## config.mk

```make
export PLATFORM = sky130hd
export DESIGN_NAME = result_drain
export DESIGN_NICKNAME = d
export VERILOG_FILES = /design/src/rtl/systolic_pkg.sv /design/src/rtl/skid_fifo2.sv /design/src/rtl/result_drain.sv
export SDC_FILE = /design/constraint.sdc
export NUM_CORES = 1
export LEC_CHECK = 0
export ABC_CLOCK_PERIOD_IN_PS = 5800
export BUFFER_PORTS_ARGS = -buffer_cell sky130_fd_sc_hd__buf_4
export CAP_MARGIN = 10
export CORE_UTILIZATION = 45
export CTS_CLUSTER_SIZE = 40
export DETAILED_ROUTE_END_ITERATION = 10
export PLACE_DENSITY = 0.71
export SYNTH_ARGS = -nofsm -noshare
export SYNTH_HDL_FRONTEND = slang
export SYNTH_SLANG_ARGS = --single-unit
```

## constraint.sdc

```tcl
create_clock -name clk -period 5.8 [get_ports clk]
set_clock_uncertainty 0.15 [all_clocks]
set_input_delay 1.16 -clock clk [delete_from_list [all_inputs] [get_ports clk]]
set_output_delay 1.16 -clock clk [all_outputs]
set_load 0.1 [all_outputs]
```

## src/rtl/systolic_pkg.sv

```systemverilog
// Shared definitions for the systolic-array output path: memory geometry and
// the result-drain sequencer state encoding.
package systolic_pkg;

  localparam int OUT_ADDR_W = 7;
  localparam int OUT_DATA_W = 32;

  typedef enum logic [1:0] {
    ST_IDLE  = 2'd0,
    ST_ISSUE = 2'd1,
    ST_FLUSH = 2'd2,
    ST_FIN   = 2'd3
  } drain_state_t;

endpackage

```

## src/rtl/skid_fifo2.sv

```systemverilog
// Two-entry FIFO with occupancy count and registered head, used as the skid
// buffer between a latency-1 memory read and a valid/ready stream.
module skid_fifo2 #(
  parameter int DATA_W = 32
) (
  input  logic              clk,
  input  logic              rst_n,
  input  logic              i_push,
  input  logic [DATA_W-1:0] i_data,
  input  logic              i_pop,
  output logic [DATA_W-1:0] o_head,
  output logic [1:0]        o_count
);

  logic [DATA_W-1:0] r_mem [2];
  logic              r_wr_ptr;
  logic              r_rd_ptr;
  logic [1:0]        r_count;
  logic              w_pop;
  logic              w_push;

  // A push into a full FIFO is only accepted when a pop frees a slot in the same cycle.
  assign w_pop  = i_pop & (r_count != 2'd0);
  assign w_push = i_push & ((r_count != 2'd2) | w_pop);

  // Storage, pointers and occupancy.
  always_ff @(posedge clk or negedge rst_n) begin
    if (!rst_n) begin
      r_mem[0] <= {DATA_W{1'b0}};
      r_mem[1] <= {DATA_W{1'b0}};
      r_wr_ptr <= 1'b0;
      r_rd_ptr <= 1'b0;
      r_count  <= 2'd0;
    end else begin
      if (w_push) begin
        r_mem[r_wr_ptr] <= i_data;
        r_wr_ptr        <= ~r_wr_ptr;
      end
      if (w_pop) begin
        r_rd_ptr <= ~r_rd_ptr;
      end
      case ({w_push, w_pop})
        2'b10:   r_count <= r_count + 2'd1;
        2'b01:   r_count <= r_count - 2'd1;
        default: r_count <= r_count;
      endcase
    end
  end

  assign o_head  = r_mem[r_rd_ptr];
  assign o_count = r_count;

endmodule

```

## src/rtl/result_drain.sv

```systemverilog
// Sweeps the systolic-array output memory after ap_done rises and streams the
// words to the host over valid/ready, with m_last on the final word.
module result_drain
  import systolic_pkg::*;
#(
  parameter int ADDR_W = OUT_ADDR_W,
  parameter int DATA_W = OUT_DATA_W,
  parameter int RD_LAT = 1
) (
  input  logic              clk,
  input  logic              rst,
  input  logic              ap_done,
  input  logic [ADDR_W:0]   drain_len,
  output logic [ADDR_W-1:0] addrO,
  input  logic [DATA_W-1:0] dataO,
  output logic              m_valid,
  input  logic              m_ready,
  output logic [DATA_W-1:0] m_data,
  output logic              m_last,
  output logic              busy,
  output logic              drain_done
);

  if (RD_LAT != 1) begin : g_rd_lat_check
    $error("result_drain supports RD_LAT = 1 only");
  end

  localparam logic [ADDR_W:0] LEN_ZERO = {(ADDR_W + 1){1'b0}};
  localparam logic [ADDR_W:0] LEN_ONE  = {{ADDR_W{1'b0}}, 1'b1};

  drain_state_t      r_state;
  drain_state_t      w_next;
  logic              r_ap_done_q;
  logic [ADDR_W:0]   r_len;
  logic [ADDR_W:0]   r_rd_ptr;
  logic [ADDR_W:0]   r_beats_left;
  logic              r_inflight;
  logic [ADDR_W-1:0] r_addr_q;
  logic              r_busy;
  logic              r_drain_done;

  logic              w_trig;
  logic              w_start;
  logic              w_issue;
  logic              w_room;
  logic              w_pop;
  logic [ADDR_W-1:0] w_addr;
  logic [1:0]        w_count;
  logic [DATA_W-1:0] w_head;

  assign w_trig  = ap_done & ~r_ap_done_q;
  assign m_valid = (w_count != 2'd0);
  assign w_pop   = m_valid & m_ready;
  // A slot being popped this cycle counts as free, so one read per cycle is sustained.
  assign w_room  = (({1'b0, w_count} + {2'b00, r_inflight}) < 3'd2) | w_pop;

  // Next-state, read issue and read address; the first read goes out in the trigger cycle.
  always_comb begin
    w_next  = r_state;
    w_start = 1'b0;
    w_issue = 1'b0;
    w_addr  = r_addr_q;
    case (r_state)
      ST_IDLE: begin
        if (w_trig) begin
          if (drain_len != LEN_ZERO) begin
            w_start = 1'b1;
            w_issue = 1'b1;
            w_addr  = {ADDR_W{1'b0}};
            w_next  = (drain_len == LEN_ONE) ? ST_FLUSH : ST_ISSUE;
          end else begin
            w_next = ST_FIN;
          end
        end else begin
          w_next = ST_IDLE;
        end
      end
      ST_ISSUE: begin
        if (w_room) begin
          w_issue = 1'b1;
          w_addr  = r_rd_ptr[ADDR_W-1:0];
          w_next  = (r_rd_ptr == (r_len - LEN_ONE)) ? ST_FLUSH : ST_ISSUE;
        end else begin
          w_next = ST_ISSUE;
        end
      end
      ST_FLUSH: begin
        if ((r_beats_left == LEN_ZERO) || ((r_beats_left == LEN_ONE) && w_pop)) begin
          w_next = ST_FIN;
        end else begin
          w_next = ST_FLUSH;
        end
      end
      ST_FIN: begin
        w_next = ST_IDLE;
      end
      default: begin
        w_next = ST_IDLE;
      end
    endcase
  end

  // State register, drain bookkeeping and registered status outputs.
  always_ff @(posedge clk or negedge rst) begin
    if (!rst) begin
      r_state      <= ST_IDLE;
      r_ap_done_q  <= 1'b0;
      r_len        <= LEN_ZERO;
      r_rd_ptr     <= LEN_ZERO;
      r_beats_left <= LEN_ZERO;
      r_inflight   <= 1'b0;
      r_addr_q     <= {ADDR_W{1'b0}};
      r_busy       <= 1'b0;
      r_drain_done <= 1'b0;
    end else begin
      r_state     <= w_next;
      r_ap_done_q <= ap_done;
      r_inflight  <= w_issue;
      r_addr_q    <= w_addr;
      if (w_start) begin
        r_len        <= drain_len;
        r_rd_ptr     <= LEN_ONE;
        r_beats_left <= drain_len;
      end else begin
        if (w_issue) begin
          r_rd_ptr <= r_rd_ptr + LEN_ONE;
        end
        if (w_pop && (r_beats_left != LEN_ZERO)) begin
          r_beats_left <= r_beats_left - LEN_ONE;
        end
      end
      r_busy       <= (w_next == ST_ISSUE) || (w_next == ST_FLUSH);
      r_drain_done <= (w_next == ST_FIN);
    end
  end

  skid_fifo2 #(
    .DATA_W (DATA_W)
  ) u_fifo (
    .clk     (clk),
    .rst_n   (rst),
    .i_push  (r_inflight),
    .i_data  (dataO),
    .i_pop   (w_pop),
    .o_head  (w_head),
    .o_count (w_count)
  );

  assign addrO      = w_addr;
  assign m_data     = w_head;
  assign m_last     = m_valid & (r_beats_left == LEN_ONE);
  assign busy       = r_busy;
  assign drain_done = r_drain_done;

endmodule

```

After elaboration in Yosys (flattened, before gate mapping). Index checks and enable logic that the tools add are counted.

Bits in registers: 105. Bits in latches: 0. Bits in writable memories: 0. Memory bits (read-only): 0. Bits of input ports: 44. Output and inout bits: 43. Word-level logic and storage cells: 88. Memories kept: 0.

$add $sub $neg: 6. $mul: 0. Divide/modulo/power cells: 0. $lt $le $gt $ge: 4. Eq/ne operators: 12. Shift operators: 0. Muxes and demuxes: 27. Bitwise operators: 12. Reduce and logical (&&, ||, !) cells: 13.

Operator list (count): $mux W32 (4); $bwmux W64 (1); $demux W32 S1 (1); $mux W8 (4); $mux W7 (3); $eq A8 B1 Y1 const B (2); $reduce_bool A8 Y1 (2); $sub A8 B1 Y8 const B (2); $pmux W7 S2 (1); $eq A2 B2 Y1 const B (5); $mux W2 (5); $add A8 B1 Y8 const B (1); $eq A8 B8 Y1 (1); $logic_not A8 Y1 (1); $pmux W2 S4 (1); $reduce_bool A2 Y1 (4); $eq A2 B1 Y1 const B (3); $and A1 B1 Y1 (5); $mux W1 (5); $ge A2 B2 Y1 const B (2); $not A1 Y2 (2); $pmux W2 S2 (1); $add A2 B1 Y3 (1); $logic_and A1 B1 Y1 (3); 10 further kinds (14).

Logic depth before layout (Yosys ltp). Gate-level depths: netlist of the first run.

Word-level depth: 8. Mapped depth: 8. Depth with buffers taken out: 8.

By module. From an unflattened synthesis of the first run, not the netlist that was laid out.

Cell total of the unflattened synthesis: 395. Area, all modules: 5001.0 µm².

By module, submodules not included: skid_fifo2 (instances 1, cells each 187, area each 3027.9 µm², seq. area each 1701.6 µm²); result_drain (instances 1, cells each 208, area each 1973.1 µm², seq. area each 925.9 µm²).

Least setup slack after synthesis of the first run. Ideal clock, no wire load.

Kind: input to output. From: input port m_ready. To: output port addrO[4]. Arrival: 3646 ps. Data required time: 4490 ps. Path slack: 844 ps. Cell stages on the path: 3. Path buffers: 1. Path through: o21ai_0 clkbuf_1 o21ai_0.

Cells in the longest elaborated chain, start to end: 4.

RTL lines: start: declaration (RTL line result_drain.sv:17) `input logic m_ready,`; $and A1 B1 Y1 (RTL line result_drain.sv:53) `assign w_pop = m_valid & m_ready;`; $or A1 B1 Y1 (RTL line result_drain.sv:55) `assign w_room = (({1'b0, w_count} + {2'b00, r_inflight}) < 3'd2) | w_pop;`; $mux W7 (RTL line result_drain.sv:79) `if (w_room) begin`; $pmux W7 S2 (RTL line result_drain.sv:63) `case (r_state)`; end: declaration (RTL line result_drain.sv:14) `output logic [ADDR_W-1:0] addrO,`.

Every way passes these cells.

Worst setup path after layout of the first run.
From: input port drain_len[4]. To: output port addrO[5].

Cells in the longest elaborated chain, start to end: 4.

RTL lines: start: declaration (RTL line result_drain.sv:13) `input logic [ADDR_W:0] drain_len,`; $reduce_bool A8 Y1 (RTL line result_drain.sv:66) `if (drain_len != LEN_ZERO) begin`; $mux W7 (RTL line result_drain.sv:66); $mux W7 (RTL line result_drain.sv:65) `if (w_trig) begin`; $pmux W7 S2 (RTL line result_drain.sv:63).

Every way passes these cells.

==> impl_metrics.toml, run 1 <==
[status]
status = "finished, final reports clean"

[synth]
synthCells = 399
yosysWarnings = 0
syn_avg_cell_area_um2 = 12.4
synth-seq-cells = 105
ys_types = 46
synth_async_sr_flop_share_pct = 100
synth.cell_area_um2 = 4950
yosysSeqAreaShare_pct = 53.1
synth_nets = 449
synth_edf_count = 0
synth_ff_type = "dfrtp_1"

[clock_network]
root_buffer = "clkbuf_8"
cts_resized = 0
numCtsBuffers = 9
clkTransAtPathRegs_ps = 90
cts_tree = "built"
ctsHtreeMaxLevel = 3
clkLatencyLatePin_ps = 370
post_cts_buffers = 0
ctsHoldBuffers = 0
cts_sinks = 105
clock_path_buffers = 2

[finish]
nets = 536
final_common_cell = "dfrtp_1"
final_cell_mix = "dfrtp_1 (105), mux2_2 (96), buf_4 (93)"
syn2layout_area_growth_pct = 19.9
fin_util_pct = 56.5
drive_gt1_share_pct = 46.0
fillCellCount = 877
insertedDiodeCount = 0

[drt]
drt-vias-per-instance = 5.31
vias = 3328
drcViolationCount = 0
wl_um = 9780
firstDrtPassIters = 4
wire_per_inst_um = 15.6
drt_iter0_markers = 122
antenna_left = 0

[die]
start_util_pct = 47.1
die_area_um2 = 11400
io_pins = 87
num_rows = 37
die_h_um = 107
die_x_um = 107
core_um2 = 10500

[worst_hold_path]
hold_class = "reg -> reg"

[timing]
worst_slack_ps = 1030
finalHoldViolations = 0
fmax_ghz = 0.210
tns_ps = 0
slew_violations = 0
slew_headroom_pct = 21.8
finalCritPeriodShare_pct = 82.2
rsz0062_at_grt = "false"
worst_pin_slew_ps = 1160
setup-violations-final = 0
finalCriticalPeriod_ps = 4770

[placed_design]
portBuffers = 86
dp_hpwl_um = 6970
place_ws_ps = 1040
routabilityCongestion = 0.858

[worst_setup_path]
arrival_ps = 3460
crit_start = "drain_len[4]"
crit_fanout = 16
critPathKind = "in -> out"
endpoint_kind = "primary output"
r2r-end = "u_fifo.r_mem[10]"
endpoint = "addrO[5]"
timing.rr.start = "u_fifo.o_count[0]"
slowest_delay_ps = 520
worstRegToRegCells = 5
start_kind = "input pin"
worstPathRequired_ps = 4490
crit_path_cell_trace = "buf_4, or4_1, or4_1, o21a_1, buf_4, o21ai_2, buf_4"
crit_top_cell = "buf_4"
worst-r2r-setup-slack_ps = 2880
slowest_stage = "or4_1"

[grt]
first_global_vias = 3335
overflow = 0
grt_max_degree = 57
antenna_found_initial = 0
grt_use_total_pct = 18.0
grt_pass1_wl_um = 16100

[flow_run]
drv_cap = 0
-- worst max-delay path, delay by kind of cell --
family          cells  cell delay (ps)
simple gates        2              980
buf+inv             3              720
compound gates      2              580
-- stage by stage --
stage	hold WS, ps	instance area (um^2)	std cells
after global placement	331	5720	611
after CTS	358	5930	627
final	355	5930	627
after floorplan	316	4950	399
after global routing	378	5930	627
after detailed placement	335	5720	611
-- area by class of cell --
cell class | instances | area [um^2] | area share [%]
Timing Repair Buffer | 93 | 698 | 11.8
Multi-Input combinational cell | 267 | 2180 | 36.8
Clock inverter | 7 | 93.8 | 1.58
Sequential cell | 105 | 2630 | 44.3
Inverter | 10 | 37.5 | 0.633
Clock buffer | 9 | 124 | 2.09
Tap cell | 136 | 170 | 2.87
-- sequential cells by signal, indices dropped and copies added, names as in the netlist --
signal           flops
r_inflight           1
r_state              2
u_fifo.r_wr_ptr      1
drain_done           1
r_addr_q             7
r_ap_done_q          1
r_len                8
u_fifo.r_mem        64
r_rd_ptr             8
r_beats_left         8
u_fifo.o_count       2
busy                 1
u_fifo.r_rd_ptr      1
-- cells in the mapped netlist (3+ instances only) --
master	instances	area share (%)
dfrtp_1	105	53
mux2_2	96	22
nand2_1	43	3.3
xnor2_1	14	2.5
nor2_1	11	0.83
o21ai_0	11	1.1
o21ai_2	11	1.9
inv_1	10	0.76
clkbuf_1	9	0.68
nor3_1	8	0.81
xor2_1	8	1.4
a21oi_1	7	0.71
ha_1	6	1.5
nand3_1	5	0.51
or3_1	5	0.63
buf_2	3	0.30
buf_6	3	0.68
nand4_1	3	0.38
nor2b_1	3	0.38
o21ai_1	3	0.30
-- layer usage --
metal	up-vias	global-route usage, %	routed length, um
met4	0	6.26	141
met1	1663	23.8	4520
met2	78	29.6	4740
met5	-	0	0
li1	1573	-	-
met3	14	3.22	387
-- how the worst min path moves through the flow --
stage                                start               end  slack [ps]  depth (start not counted)
after CTS                         r_len[7]          r_len[7]         360                          2
after global routing       u_fifo.r_mem[2]   u_fifo.r_mem[2]         380                          1
after floorplan                   r_len[7]          r_len[7]         320                          2
after global placement    u_fifo.r_mem[30]  u_fifo.r_mem[30]         330                          1
final                             r_len[7]          r_len[7]         360                          2
after detailed placement          r_len[7]          r_len[7]         330                          2
-- kinds of logic (layout without fill, tap and decap cells) --
kind of cell | count (synthesis) | in the layout | share of synthesized area, %
flops | 105 | 105 | 53.1
mux | 98 | 98 | 22.3
simple gates | 94 | 94 | 9.36
compound gates | 47 | 47 | 7.03
buf+inv | 27 | 119 | 2.86
xor+xnor | 22 | 22 | 3.89
fa+ha+maj | 6 | 6 | 1.52
Power of run 1 is left out: the tool's default activity adds up to more than one toggle a clock period on the data nets, which glitch-free logic cannot reach.
==> inputs of run 2 (changes only) <==
ABC_CLOCK_PERIOD_IN_PS = 4200   (was 5800)
PLACE_DENSITY = 0.74   (was 0.71)
clock period = 4.2 ns   (was 5.8 ns; I/O delays follow)
==> impl_metrics.toml, run 2 (same netlist as run 1, synthesis figures left out) <==
[status]
status = "finished, final reports clean"

[worst_setup_path]
critPathKind = "in -> out"
crit_path_cell_trace = "buf_4, or4_1, or4_1, o21a_1, o21ai_2, buf_4"
slowest_stage = "or4_1"
arrival_ps = 2950
worstPathRequired_ps = 3210
timing.rr.start = "r_len[0]"
crit_fanout = 13
crit_start = "drain_len[4]"
start_kind = "input pin"
endpoint_kind = "primary output"
slowest_delay_ps = 530

[clock_network]
cts_tree = "built"
clkTransAtPathRegs_ps = 90
root_buffer = "clkbuf_8"
clkLatencyLatePin_ps = 360
ctsHoldBuffers = 0
ctsHtreeMaxLevel = 3
clock_path_buffers = 2
cts_sinks = 105
post_cts_buffers = 0
cts_resized = 0
numCtsBuffers = 9

[drt]
drt-vias-per-instance = 5.32
drcViolationCount = 0
vias = 3343
drt_iter0_markers = 100
antenna_left = 0
wire_per_inst_um = 15.9
firstDrtPassIters = 4
wl_um = 9970

[finish]
largest_reg_flops = 64
syn2layout_area_growth_pct = 19.8
fillCellCount = 891
top_register = "u_fifo.r_mem"
final_cell_mix = "dfrtp_1 (105), mux2_2 (96), buf_4 (93)"
insertedDiodeCount = 0
fin_cells = 628
nets = 537
drive_gt1_share_pct = 45.9
design_area_um2 = 5930
final_common_cell = "dfrtp_1"

[die]
num_rows = 37
start_util_pct = 47.1
die_h_um = 107
io_pins = 87
core_um2 = 10500
die_area_um2 = 11400
die_x_um = 107

[timing]
tns_ps = 0
finalCritPeriodShare_pct = 93.9
finalCriticalPeriod_ps = 3940
setup-violations-final = 0
rsz0062_at_grt = "false"
worst_slack_ps = 257
worst_pin_slew_ps = 990
slew_violations = 0
slew_headroom_pct = 33.9
fmax_ghz = 0.254
finalHoldViolations = 0

[grt]
antenna_found_initial = 0
first_global_vias = 3426
overflow = 0
grt_max_degree = 91
grt_pass1_wl_um = 16500
grt_use_total_pct = 18.6

[placed_design]
dpl-instance-area_um2 = 5720
portBuffers = 86
dp_hpwl_um = 6850
routabilityCongestion = 0.806
place_inst = 611
place_ws_ps = 244

[worst_hold_path]
hold_class = "in -> async"

[flow_run]
drv_cap = 0
==> run 2: worst max-delay path, delay by kind of cell <==
| family | cells | cell delay (ps) |
|---|---|---|
| simple gates | 2 | 1020 |
| compound gates | 2 | 670 |
| buf+inv | 2 | 420 |
==> run 2: routing by layer <==
| metal | GRT usage, % | vias to the layer above | part of all wire [%] |
|---|---|---|---|
| met5 | 0 | - | 0 |
| met4 | 5.87 | 0 | 1.2 |
| met3 | 4.26 | 10 | 5.5 |
| met2 | 31.2 | 89 | 50 |
| met1 | 23.9 | 1666 | 43 |
| li1 | - | 1578 | - |
==> run 2: final timing paths <==
path                                          to  slack (ps)  depth (start not counted)
worst max-delay path                    addrO[5]         260                          6
worst min-delay path            u_fifo.r_mem[11]         180                          1
worst max register to register              busy        1470                          8
worst min register to register   u_fifo.r_rd_ptr         320                          1
max in group asynchronous       u_fifo.r_mem[22]        2840                          3
min in group clk                 u_fifo.r_rd_ptr         320                          1
==> run 2: final cells by class <==
cell class	count	area, um^2	area share (%)
flip-flops and latches	105	2630	44.3
multi-input cells	267	2190	36.9
clock inverters	4	27.5	0.464
well taps	136	170	2.87
inverters	10	37.5	0.633
clock buffers	12	155	2.62
repair buffers	94	726	12.2
==> run 2: metrics by stage <==
step	hold WS, ps	utilization (%)
after floorplan	316	-
after global placement	312	54.4
after detailed placement	317	54.4
after CTS	332	56.2
after global routing	156	56.4
final	180	56.4
Power of run 2 is left out for the same reason.
==> inputs of run 3 (changes only) <==
ABC_CLOCK_PERIOD_IN_PS = 3700   (was 4200)
CORE_ASPECT_RATIO = 1.75   (was unset)
PLACE_DENSITY = 0.71   (was 0.74)
clock period = 3.7 ns   (was 4.2 ns; I/O delays follow)
==> impl_metrics.toml, run 3 (same netlist as run 1, synthesis figures left out) <==
[status]
status = "finished, final reports clean"

[grt]
grt_use_total_pct = 19.5
grt_max_degree = 55
overflow = 0
grt_pass1_wl_um = 16700
antenna_found_initial = 0
first_global_vias = 3607

[finish]
fillCellCount = 911
final_cell_mix = "dfrtp_1 (105), buf_4 (99), mux2_2 (96)"
multiInputGateArea_um2 = 2190
drive_gt1_share_pct = 47.0
nets = 542
final_common_cell = "dfrtp_1"
top_register = "u_fifo.r_mem"
largest_reg_flops = 64
fin_util_pct = 56.6
regArea_um2 = 2630
insertedDiodeCount = 0
syn2layout_area_growth_pct = 22.4

[worst_setup_path]
timing.rr.start = "r_len[0]"
crit_start = "drain_len[4]"
crit_path_cell_trace = "buf_4, or4_1, or4_1, o21a_2, o21ai_2, buf_4"
endpoint_kind = "primary output"
slowest_stage = "or4_1"
crit_fanout = 8
worstPathRequired_ps = 2810
arrival_ps = 2750
critPathKind = "in -> out"
start_kind = "input pin"
slowest_delay_ps = 540

[timing]
slew_headroom_pct = 49.0
finalCritPeriodShare_pct = 98.5
slew_violations = 0
fmax_ghz = 0.274
setup-violations-final = 0
holdWs_ps = 287
finalHoldViolations = 0
rsz0062_at_grt = "false"
finalCriticalPeriod_ps = 3640
worst_pin_slew_ps = 758

[placed_design]
portBuffers = 86
routabilityCongestion = 0.832
dp_hpwl_um = 7660

[clock_network]
clock_path_buffers = 2
root_buffer = "clkbuf_16"
ctsHtreeMaxLevel = 3
clkTransAtPathRegs_ps = 70
clkLatencyLatePin_ps = 340
cts_tree = "built"
numCtsBuffers = 9
cts_sinks = 105

[die]
start_util_pct = 46.3
core_um2 = 10700
die_h_um = 141
num_rows = 50
die_x_um = 81.3
io_pins = 87
die_area_um2 = 11400

[drt]
firstDrtPassIters = 4
drt-vias-per-instance = 5.41
wire_per_inst_um = 16.6
vias = 3385
wl_um = 10400
drcViolationCount = 0
antenna_left = 0
drt_iter0_markers = 72

[flow_run]
drv_cap = 0

[worst_hold_path]
hold_class = "in -> async"
## run 3: what timing repair did
action,CTS,global route
gates resized for setup,1,0
hold buffers,0,0
setup endpoints to repair,6,0
buffers inserted,0,0
endpoints found under the hold margin,0,0
## run 3: layout make-up
class,instances,share of cell area (%)
clock buffer,9,3.72
inverter,10,0.620
tap,130,2.69
sequential,105,43.4
timing repair buffer,99,12.3
clock inverter,6,1.12
multi-input combinational,267,36.2
## run 3: worst max-delay path: cells and delay by family
kind / cells / cell delay [ps]
AND/OR/NAND/NOR: 2 / 1080
AO/OA/AOI/OAI: 2 / 520
buffers and inverters: 2 / 420
## run 3: stage by stage
step | TNS [ps] | area, um^2 | setup slack [ps] | std cells
2_1_floorplan | -1250 | 4950 | -208 | 399
3_3_place_gp | 0 | 5760 | 15.4 | 611
3_5_place_dp | -162 | 5760 | -42.4 | 611
4_1_cts | 0 | 6060 | 41.4 | 626
5_1_grt | 0 | 6060 | 24.8 | 626
6_report | 0 | 6060 | 56.0 | 626
## run 3: worst paths after layout
path                                    endpoint  slack, ps  cells after the start
worst max-delay path                    addrO[0]         60                      6
worst min-delay path            u_fifo.r_mem[35]        290                      1
worst max register to register              busy        820                      8
worst min register to register  u_fifo.r_mem[16]        350                      1
max in group asynchronous       u_fifo.r_mem[51]       2320                      2
min in group clk                u_fifo.r_mem[16]        350                      1
## run 3: layer usage
layer	vias up	global-route usage, %	wire, um
li1	1589	-	-
met1	1683	19.5	3900
met2	84	34.7	5530
met3	29	4.14	448
met4	0	12.8	529
met5	-	0	0
Power of run 3 is left out for the same reason.
